`config.mk`:
```
export PLATFORM = sky130hd
export DESIGN_NAME = notas_turma_flat
export DESIGN_NICKNAME = d
export VERILOG_FILES = /design/src/rtl/notas_turma_pkg.sv /design/src/rtl/notas_turma_if.sv /design/src/rtl/notas_turma_classifica.sv /design/src/rtl/notas_turma.sv /design/src/flat_wrapper.sv
export SDC_FILE = /design/constraint.sdc
export NUM_CORES = 1
export LEC_CHECK = 0
export ABC_AREA = 1
export BUFFER_PORTS_ARGS = -buffer_cell sky130_fd_sc_hd__buf_4
export CORE_UTILIZATION = 50
export CTS_CLUSTER_DIAMETER = 100
export DETAILED_ROUTE_END_ITERATION = 8
export MAX_ROUTING_LAYER = met4
export PLACE_DENSITY = 0.82
export SLEW_MARGIN = 10
export SYNTH_ARGS = -nofsm -noshare
export SYNTH_HDL_FRONTEND = slang
export SYNTH_SLANG_ARGS = --single-unit
```
`constraint.sdc`:
```
create_clock -name clk_2 -period 2 [get_ports clk_2]
set_clock_uncertainty 0.05 [all_clocks]
set_input_delay 0.3 -clock clk_2 [delete_from_list [all_inputs] [get_ports clk_2]]
set_output_delay 0.3 -clock clk_2 [all_outputs]
set_load 0.03 [all_outputs]
```
`src/rtl/notas_turma_pkg.sv`:
```
// Shared types and helpers for the class grade collector.
package notas_pkg;

    // 7-segment letter patterns (bit 7 is the decimal point, always off)
    localparam logic [7:0] LETRA_A       = 8'b01110111;
    localparam logic [7:0] LETRA_P       = 8'b01110011;
    localparam logic [7:0] LETRA_F       = 8'b01110001;
    localparam logic [7:0] LETRA_APAGADO = 8'h00;

    typedef enum logic {
        COLETA,
        RESULTADO
    } estado_t;

    typedef enum logic [1:0] {
        CLASSE_P = 2'd0,
        CLASSE_F = 2'd1,
        CLASSE_A = 2'd2
    } classe_t;

    function automatic classe_t classifica(input int unsigned nota,
                                           input int unsigned limiar_a,
                                           input int unsigned limiar_f);
        if (nota >= limiar_a) begin
            return CLASSE_A;
        end
        if (nota >= limiar_f) begin
            return CLASSE_F;
        end
        return CLASSE_P;
    endfunction

    function automatic logic [7:0] letra(input classe_t classe);
        case (classe)
            CLASSE_A: return LETRA_A;
            CLASSE_F: return LETRA_F;
            CLASSE_P: return LETRA_P;
            default:  return LETRA_APAGADO;
        endcase
    endfunction

endpackage

```
`src/rtl/notas_turma_if.sv`:
```
// Grade handshake and result bus between switch logic and the collector.
interface notas_turma_if #(
    parameter int unsigned NBITS_NOTA = 4,
    parameter int unsigned N_ALUNOS   = 8
);
    localparam int unsigned CW = $clog2(N_ALUNOS + 1);

    logic [NBITS_NOTA-1:0] nota;
    logic                  nota_valid;
    logic                  nota_ready;
    logic                  limpar;
    logic [7:0]            seg;
    logic [CW-1:0]         cnt_a;
    logic [CW-1:0]         cnt_f;
    logic [CW-1:0]         cnt_p;
    logic [CW-1:0]         recebidas;
    logic [NBITS_NOTA-1:0] media;
    logic                  done;
    logic                  erro;

    modport master (
        output nota, nota_valid, limpar,
        input  nota_ready, seg, cnt_a, cnt_f, cnt_p, recebidas, media, done, erro
    );

    modport slave (
        input  nota, nota_valid, limpar,
        output nota_ready, seg, cnt_a, cnt_f, cnt_p, recebidas, media, done, erro
    );

endinterface

```
`src/rtl/notas_turma_classifica.sv`:
```
// Combinational grade classifier: class code plus its 7-segment letter.
module notas_classifica
    import notas_pkg::*;
#(
    parameter int unsigned NBITS_NOTA = 4,
    parameter int unsigned LIMIAR_A   = 7,
    parameter int unsigned LIMIAR_F   = 4
) (
    input  logic [NBITS_NOTA-1:0] nota,
    output classe_t               classe,
    output logic [7:0]            seg
);

    // Threshold compare and letter lookup
    always_comb begin
        classe = classifica(32'(nota), LIMIAR_A, LIMIAR_F);
        seg    = letra(classe);
    end

endmodule

```
`src/rtl/notas_turma.sv`:
```
// Collects one class of grades, shows each grade's letter, then the class average letter.
module notas_turma
    import notas_pkg::*;
#(
    parameter int unsigned NBITS_NOTA = 4,
    parameter int unsigned N_ALUNOS   = 8,
    parameter int unsigned NOTA_MAX   = 10,
    parameter int unsigned LIMIAR_A   = 7,
    parameter int unsigned LIMIAR_F   = 4
) (
    input  logic          clk_2,
    input  logic          rst_n,
    notas_turma_if.slave  bus
);

    localparam int unsigned CW    = $clog2(N_ALUNOS + 1);
    localparam int unsigned LOG2N = $clog2(N_ALUNOS);
    localparam int unsigned SW    = NBITS_NOTA + LOG2N;

    estado_t               estado_q, estado_d;
    logic [SW-1:0]         soma_q, soma_d;
    logic [CW-1:0]         cnt_a_q, cnt_a_d, cnt_f_q, cnt_f_d, cnt_p_q, cnt_p_d;
    logic [CW-1:0]         receb_q, receb_d;
    logic [NBITS_NOTA-1:0] media_q, media_d;
    logic [7:0]            seg_q, seg_d;
    logic                  done_q, done_d;
    logic                  erro_q, erro_d;

    logic                  aceita, legal, ultima;
    logic [SW-1:0]         soma_total;
    logic [NBITS_NOTA-1:0] media_calc;
    classe_t               classe_nota, classe_media_unused;
    logic [7:0]            seg_nota, seg_media;

    assign bus.nota_ready = (estado_q == COLETA) && !bus.limpar;
    assign aceita         = bus.nota_valid && bus.nota_ready;
    assign legal          = 32'(bus.nota) <= NOTA_MAX;
    assign ultima         = aceita && legal && (receb_q == CW'(N_ALUNOS - 1));
    assign soma_total     = soma_q + SW'(bus.nota);
    assign media_calc     = NBITS_NOTA'(soma_total >> LOG2N);

    // The average is classified from the sum including the final grade,
    // so the result letter appears on the same edge that completes the class.
    notas_classifica #(.NBITS_NOTA(NBITS_NOTA), .LIMIAR_A(LIMIAR_A), .LIMIAR_F(LIMIAR_F))
        u_class_nota (.nota(bus.nota), .classe(classe_nota), .seg(seg_nota));

    notas_classifica #(.NBITS_NOTA(NBITS_NOTA), .LIMIAR_A(LIMIAR_A), .LIMIAR_F(LIMIAR_F))
        u_class_media (.nota(media_calc), .classe(classe_media_unused), .seg(seg_media));

    // State and datapath registers
    always_ff @(posedge clk_2 or negedge rst_n) begin
        if (!rst_n) begin
            estado_q <= COLETA;
            soma_q   <= '0;
            cnt_a_q  <= '0;
            cnt_f_q  <= '0;
            cnt_p_q  <= '0;
            receb_q  <= '0;
            media_q  <= '0;
            seg_q    <= LETRA_APAGADO;
            done_q   <= 1'b0;
            erro_q   <= 1'b0;
        end else begin
            estado_q <= estado_d;
            soma_q   <= soma_d;
            cnt_a_q  <= cnt_a_d;
            cnt_f_q  <= cnt_f_d;
            cnt_p_q  <= cnt_p_d;
            receb_q  <= receb_d;
            media_q  <= media_d;
            seg_q    <= seg_d;
            done_q   <= done_d;
            erro_q   <= erro_d;
        end
    end

    // Next state: restart on limpar, move to result when the class completes
    always_comb begin
        estado_d = estado_q;
        if (bus.limpar) begin
            estado_d = COLETA;
        end else if (ultima) begin
            estado_d = RESULTADO;
        end
    end

    // Next datapath values; erro defaults low so it only pulses for one cycle
    always_comb begin
        soma_d  = soma_q;
        cnt_a_d = cnt_a_q;
        cnt_f_d = cnt_f_q;
        cnt_p_d = cnt_p_q;
        receb_d = receb_q;
        media_d = media_q;
        seg_d   = seg_q;
        done_d  = done_q;
        erro_d  = 1'b0;
        if (bus.limpar) begin
            soma_d  = '0;
            cnt_a_d = '0;
            cnt_f_d = '0;
            cnt_p_d = '0;
            receb_d = '0;
            media_d = '0;
            seg_d   = LETRA_APAGADO;
            done_d  = 1'b0;
        end else if (aceita) begin
            if (!legal) begin
                erro_d = 1'b1;
            end else begin
                soma_d  = soma_total;
                receb_d = receb_q + CW'(1);
                case (classe_nota)
                    CLASSE_A: cnt_a_d = cnt_a_q + CW'(1);
                    CLASSE_F: cnt_f_d = cnt_f_q + CW'(1);
                    default:  cnt_p_d = cnt_p_q + CW'(1);
                endcase
                if (ultima) begin
                    media_d = media_calc;
                    seg_d   = seg_media;
                    done_d  = 1'b1;
                end else begin
                    seg_d   = seg_nota;
                end
            end
        end
    end

    assign bus.seg       = seg_q;
    assign bus.cnt_a     = cnt_a_q;
    assign bus.cnt_f     = cnt_f_q;
    assign bus.cnt_p     = cnt_p_q;
    assign bus.recebidas = receb_q;
    assign bus.media     = media_q;
    assign bus.done      = done_q;
    assign bus.erro      = erro_q;

endmodule

```
`src/flat_wrapper.sv`:
```
// flat-port wrapper written by rule: the top's interface ports become plain ports
module notas_turma_flat import notas_pkg::*;
#(
    parameter int unsigned NBITS_NOTA = 4,
    parameter int unsigned N_ALUNOS   = 8,
    parameter int unsigned NOTA_MAX   = 10,
    parameter int unsigned LIMIAR_A   = 7,
    parameter int unsigned LIMIAR_F   = 4
)
  (clk_2, rst_n, bus_nota, bus_nota_valid, bus_limpar, bus_nota_ready, bus_seg, bus_cnt_a, bus_cnt_f, bus_cnt_p, bus_recebidas, bus_media, bus_done, bus_erro);
  notas_turma_if #(.NBITS_NOTA(NBITS_NOTA), .N_ALUNOS(N_ALUNOS)) bus_i ();
  input  logic clk_2;
  input  logic rst_n;
  input wire logic [$bits(bus_i.nota)-1:0] bus_nota;
  input wire logic [$bits(bus_i.nota_valid)-1:0] bus_nota_valid;
  input wire logic [$bits(bus_i.limpar)-1:0] bus_limpar;
  output wire logic [$bits(bus_i.nota_ready)-1:0] bus_nota_ready;
  output wire logic [$bits(bus_i.seg)-1:0] bus_seg;
  output wire logic [$bits(bus_i.cnt_a)-1:0] bus_cnt_a;
  output wire logic [$bits(bus_i.cnt_f)-1:0] bus_cnt_f;
  output wire logic [$bits(bus_i.cnt_p)-1:0] bus_cnt_p;
  output wire logic [$bits(bus_i.recebidas)-1:0] bus_recebidas;
  output wire logic [$bits(bus_i.media)-1:0] bus_media;
  output wire logic [$bits(bus_i.done)-1:0] bus_done;
  output wire logic [$bits(bus_i.erro)-1:0] bus_erro;
  assign bus_i.nota = bus_nota;
  assign bus_i.nota_valid = bus_nota_valid;
  assign bus_i.limpar = bus_limpar;
  assign bus_nota_ready = bus_i.nota_ready;
  assign bus_seg = bus_i.seg;
  assign bus_cnt_a = bus_i.cnt_a;
  assign bus_cnt_f = bus_i.cnt_f;
  assign bus_cnt_p = bus_i.cnt_p;
  assign bus_recebidas = bus_i.recebidas;
  assign bus_media = bus_i.media;
  assign bus_done = bus_i.done;
  assign bus_erro = bus_i.erro;
  notas_turma #(.NBITS_NOTA(NBITS_NOTA), .N_ALUNOS(N_ALUNOS), .NOTA_MAX(NOTA_MAX), .LIMIAR_A(LIMIAR_A), .LIMIAR_F(LIMIAR_F)) u_core (.clk_2(clk_2), .rst_n(rst_n), .bus(bus_i));
endmodule
```
# After elaboration in Yosys (flattened, before gate mapping)
# Cells that the tools add are included.
totals:
  ff_bits: 38
  in_bits: 8
  out_inout_bits: 31
  wordCells: 95
op_classes:
  addsub: 5
  order_cmp: 5
  n_eq_ne: 6
  n_mux: 50
  bitwise_logic: 1
  n_reduce_logical: 18
op_table:
  columns: ["cell", "n"]
  rows:
  - ["$mux W4", 19]
  - ["$pmux W7 S3", 2]
  - ["$mux W7", 4]
  - ["$mux W8", 3]
  - ["$add A4 B1 Y4 const B", 4]
  - ["$ge A4 B3 Y1 const B", 4]
  - ["$mux W2", 8]
  - ["$mux W1", 14]
  - ["$reduce_and A3 Y1", 4]
  - ["$reduce_bool A2 Y1", 5]
  - ["$add A7 B4 Y7", 1]
  - ["$eq A2 B1 Y1 const B", 2]
  - ["$eq A2 B2 Y1 const B", 2]
  - ["$eq A4 B3 Y1 const B", 1]
  - ["$le A4 B4 Y1 const B", 1]
  - ["$logic_and A1 B1 Y1", 4]
  - ["$logic_not A2 Y1", 2]
  - ["$ne A2 B1 Y1 const B", 1]
  - ["$reduce_and A2 Y1", 1]
  - ["$reduce_or A2 Y1", 1]
  - ["$logic_not A1 Y1", 1]
  - ["$not A1 Y1", 1]

# Depth between registers and ports, before layout
logic_depth:
  word_depth: 12
  depth_mapped: 12
  mapped_depth_nobuf: 12

# Hierarchy
# From an unflattened synthesis, not the netlist that was laid out.
hier_totals:
  cells_unflattened: 275
  area_unflattened_um2: 2282.2
by_module_without_submodules:
  columns: ["mod", "n_inst", "cells_each", "area_per_inst_um2", "seq_area_each_um2"]
  rows:
  - ["notas_turma", 1, 245, 2102.0, 950.9]
  - ["notas_classifica", 2, 15, 90.1, 0.0]

# Least setup slack after synthesis
# OpenSTA, ideal clock, no wires.
synth_timing:
  path_type: "reg2reg"
  start: "register u_core.soma_q[0]"
  end: "register u_core.seg_q[1], in the netlist u_core.bus.seg[1]"
  setup_time_ns: 0.117
  arrival_ns: 1.484
  t_required_ns: 1.833
  path_slack_ns: 0.350
  path_stages_with_launch: 9
  path_buffers: 0
  period_less_slack_ns: 1.650
  path_cell_list: "dfrtp_1 ha_1 fa_1 nand2_1 nand3_1 a21oi_2 nand3_1 nand2_1 nand2_1"
synth_between:
  elab_chain_cells: 12
  word_cells_on_any_way: 17
  cone_classes: "add/sub (1); order compare (2); eq/ne (2); mux (11); reduce/logical (1)"
synth_rtl:
  columns: ["item", "line_no", "source"]
  rows:
  - ["start: declaration", "notas_turma.sv:21", "logic [SW-1:0] soma_q, soma_d;"]
  - ["start signal: assignment", "notas_turma.sv:65", "soma_q <= soma_d;"]
  - ["$add A7 B4 Y7 (*)", "notas_turma.sv:39", "assign soma_total = soma_q + SW'(bus.nota);"]
  - ["$ge A4 B3 Y1", "notas_turma_pkg.sv:27", "if (nota >= limiar_f) begin"]
  - ["$mux W1 (2 in series)", "notas_turma_pkg.sv:27", null]
  - ["$mux W2", "notas_turma_pkg.sv:30", "return CLASSE_P;"]
  - ["$mux W2 (*)", "notas_turma_pkg.sv:27", null]
  - ["$eq A2 B1 Y1 (tied with other cells)", "notas_turma_pkg.sv:34", "case (classe)"]
  - ["$pmux W7 S3 (*)", "notas_turma_pkg.sv:34", null]
  - ["$mux W7 (*)", "notas_turma.sv:118", "if (ultima) begin"]
  - ["$mux W8 (*)", "notas_turma.sv:108", "if (!legal) begin"]
  - ["$mux W8 (*)", "notas_turma.sv:107", "end else if (aceita) begin"]
  - ["$mux W8 (*)", "notas_turma.sv:98", "if (bus.limpar) begin"]
  - ["end signal: assignment", "notas_turma.sv:71", "seg_q <= seg_d;"]
  - ["end: declaration", "notas_turma.sv:25", "logic [7:0] seg_q, seg_d;"]
# Every way passes the cells marked *; elsewhere a longest branch is shown, timed or not. The select of a mux whose other input is x is not followed.
# A chain may end at the register's enable or synchronous reset.

# Worst setup path after layout
layout_timing:
  start: "register u_core.soma_q[0]"
  end: "register u_core.seg_q[2], in the netlist u_core.bus.seg[2]"
# Same word-level chain as after synthesis.

==> flow_summary_export.csv <==
group,metric,value,unit
cts,cts_buffers,5,
yosys,netlist_instances,220,
detailed_routing,postRouteWirelength,3.670,mm
setup_path,timing.reg2reg.setup_slack,0.18,ns
yosys,yosysWarningCount,0,
floorplanning,floorplan.initialDensity,53.44,%
power,maximum_vdd_drop,0.4939,mV
yosys,muxShareOfSynthArea,0,%
cts,clk_latency,0.28,ns
global_routing,initial_antenna_violation_count,0,
global_routing,grt-ovfl-total,0,
setup_path,kind_of_launch_point_of_the_worst_setup_path,"flop",
yosys,ys_types,30,
run_status,run_status,"completed",
cts,clock_sinks,33,
detailed_routing,detail_route.iter0.violations,98,
timing,final.min_clock_period,1.819,ns
power,lkg_pwr,1.204,nW
setup_path,rr_startpoint,"u_core.soma_q[0]$_DFFE_PN0P_",
finish,area_growth,20.75,%
cts,cts.htree.levels,2,
floorplanning,placeableCoreArea,3442,sq um
cts,clock_root_buffer,"clkbuf_8",
yosys,synth_edf_count,0,
placed_design,post-dp-hpwl,2.712,mm
hold_path,timing.hold.worst.start,"bus_limpar",
yosys,netlist_area,1839,sq um
finish,multi_input_comb_area,880.8,sq um
yosys,synth_top_area_share,44.90,%
global_routing,grt.total_usage,20.82,%
yosys,synth.yosys.seq_area_share,44.90,%
finish,core_util_final,64.52,%
floorplanning,die_area,3925,sq um
global_routing,grt_start_max_net_pins,34,
detailed_routing,drt_pass1_iterations,5,
finish,final_net_count,276,
yosys,synth_xor_xnor_area_share,3.810,%
finish,fillers,316,
cts,ctsResizeCount,0,
cts,hold_buffers,1,
yosys,synth_most_common_cell,"nand2_1",
timing,final.period_utilization,90.97,%
detailed_routing,detail-route-antenna-nets,0,
yosys,synth-main-ff-cell,"dfrtp_1",
timing,max_freq,0.5496,GHz
timing,rsz0062_at_grt,"false",
setup_path,timing_worst_setup_path_type,"flop to flop",
yosys,synth_commonest_cells,"nand2_1, dfrtp_1, nand3_1, nor2_1, inv_1",
yosys,synth-compound-area-share,6.871,%
timing,worst_slack,0.1806,ns
floorplanning,fp.dieW,62.65,um
timing,setup_tns,0,ns
placed_design,port-buffer-count,36,
yosys,ys_seq_elements,33,
placed_design,place.gp.congestion,0.9162,
setup_path,worstSetupEndpointType,"flop",
yosys,yosysTopAreaCell,"dfrtp_1",
global_routing,first_pass_grt_wire_length,6.230,mm
floorplanning,design.portCount,39,
cts,clk_pin_slew,0.07,ns
yosys,largest_family_of_logic_cells_by_synthesized_area,"simple AND/OR/NAND/NOR gates",
yosys,synth-async-reset-ratio,100.0,%
yosys,synth_area_leaders,"dfrtp_1, nand2_1, ha_1",
detailed_routing,remaining_drc_errors,0,
global_routing,grt_pass1_vias,1385,
cts,cts-root-to-sink-buffers,2,
timing,maxSlewViolCount,0,
timing,finalSetupViolCount,0,
detailed_routing,route.vias.total,1570,
yosys,synth_simple_gate_area_share,30.27,%
cts,cts_tree,"built",
run,maxCapViolations,0,
detailed_routing,routedWlPerCell,12.03,um
placed_design,detailedPlace.worstSlack,0.1471,ns
setup_path,cp_max_fo,3,
timing,final_hold_viol_count,0,
floorplanning,floorplan.rows,21,
hold_path,hp-class,"input port to flop",
floorplanning,dieHeight,62.65,um
yosys,postSynthAreaPerCell,8.360,sq um
detailed_routing,vias_per_cell,5.148,
yosys,synth_adder_area_share,6.531,%
power,power.density_cell_area,688.9,nW/um^2
cts,postCtsSetupRepairBufs,0,
setup_path,worst_setup_sp,"u_core.soma_q[0]$_DFFE_PN0P_",
finish,final_layout_size_suffix_gt1_share,22.39,%
setup_path,cp.arrival,2.00,ns
finish,diodes,0,
setup_path,critical_path_required,2.18,ns
finish,seq_area,825.8,sq um
[final cells by class]
type | count | share of cell area, %
sequential | 33 | 37.18
multi-input combinational | 161 | 39.66
timing repair buffer | 38 | 12.96
inverter | 20 | 3.718
clock buffer | 7 | 3.887
tap | 46 | 2.592
[per-layer routing]
| layer | global-route usage [%] | vias to the layer above | share of wire (%) |
|---|---|---|---|
| met5 | - | - | 0 |
| li1 | - | 781 | - |
| met3 | 4.015 | 5 | 5.0 |
| met4 | 6.977 | 0 | 1.3 |
| met1 | 28.18 | 739 | 48 |
| met2 | 31.39 | 45 | 46 |
[flip-flops by register name, summed over array words and instances (netlist names)]
register	cells
u_core.soma_q	7
u_core.bus.cnt_a	4
u_core.bus.cnt_f	4
u_core.bus.cnt_p	4
u_core.bus.media	4
u_core.bus.recebidas	4
u_core.bus.seg	3
u_core.bus.done	1
u_core.bus.erro	1
u_core.estado_q	1
[worst max-delay path, stage by stage, from the launching register on]
cell and delay (ns):
dfrtp_1 0.38, ha_1 0.23, fa_1 0.45, nand3_1 0.12, nand2_1 0.06, nand2_1 0.10, nand2_1 0.07, nor2_1 0.10
nand2_1 0.06, nand2_1 0.06, nand2_1 0.05, nand2_1 0.05
[cells in the final DEF, fill, tap and decap left out]
| master | n |
|---|---|
| conb_1 | 2 |
| dlygate4sd3_1 | 1 |
| inv_4 | 1 |
| xor2_1 | 4 |
| nor3_1 | 2 |
| nand4_1 | 4 |
| inv_1 | 16 |
| nand2_2 | 3 |
| clkinv_4 | 1 |
| o21ai_1 | 2 |
| a21oi_2 | 2 |
| dfrtp_1 | 33 |
| inv_2 | 2 |
| a21oi_1 | 6 |
| buf_4 | 37 |
| clkbuf_8 | 6 |
| o21ai_0 | 9 |
| nand2_4 | 3 |
| ha_1 | 8 |
| clkbuf_1 | 1 |
| nor2_1 | 17 |
| nor4_1 | 1 |
| nand3_1 | 17 |
| xnor2_1 | 4 |
| a31oi_1 | 1 |
| nand2_1 | 68 |
| nor2_4 | 1 |
| fa_1 | 1 |
| nor3_4 | 2 |
| a22o_1 | 2 |
| nand3b_1 | 2 |
[per-stage QoR]
stage / instance area [sq um] / power (mW) / hold slack, ns / cells
global route: 2221 / 1.601 / 0.2568 / 305
global placement: 2125 / 1.039 / 0.2183 / 297
finish: 2221 / 1.530 / 0.2462 / 305
detailed placement: 2125 / 1.045 / 0.2192 / 297
CTS: 2221 / 1.539 / 0.2481 / 305
floorplan: 1843 / 0.9450 / -0.04559 / 221
[logic make-up after synthesis]
group,Yosys count
adders and majority gates,9
AOI/OAI and AO/OA,22
buffers and inverters,27
and+or+nand+nor,120
xor gates and xnor gates,8
DFF,33
other,1
[power breakdown]
part,internal [mW],switching (mW)
logic,0.107,0.202
clock network,0.273,0.225
registers,0.698,0.0256
total,1.08,0.452
[path summary, 6_finish.rpt]
path,cells past startpoint,end
worst min-delay path,2,u_core.bus.cnt_p[0]$_DFFE_PN0P_
worst max register to register,11,u_core.bus.seg[2]$_DFFE_PN0P_
worst min register to register,2,u_core.soma_q[3]$_DFFE_PN0P_
worst max-delay path,11,u_core.bus.seg[2]$_DFFE_PN0P_
min in group asynchronous,2,u_core.soma_q[1]$_DFFE_PN0P_
max in group asynchronous,2,u_core.bus.done$_DFFE_PN0P_
Power figures use the tool's default switching activity.
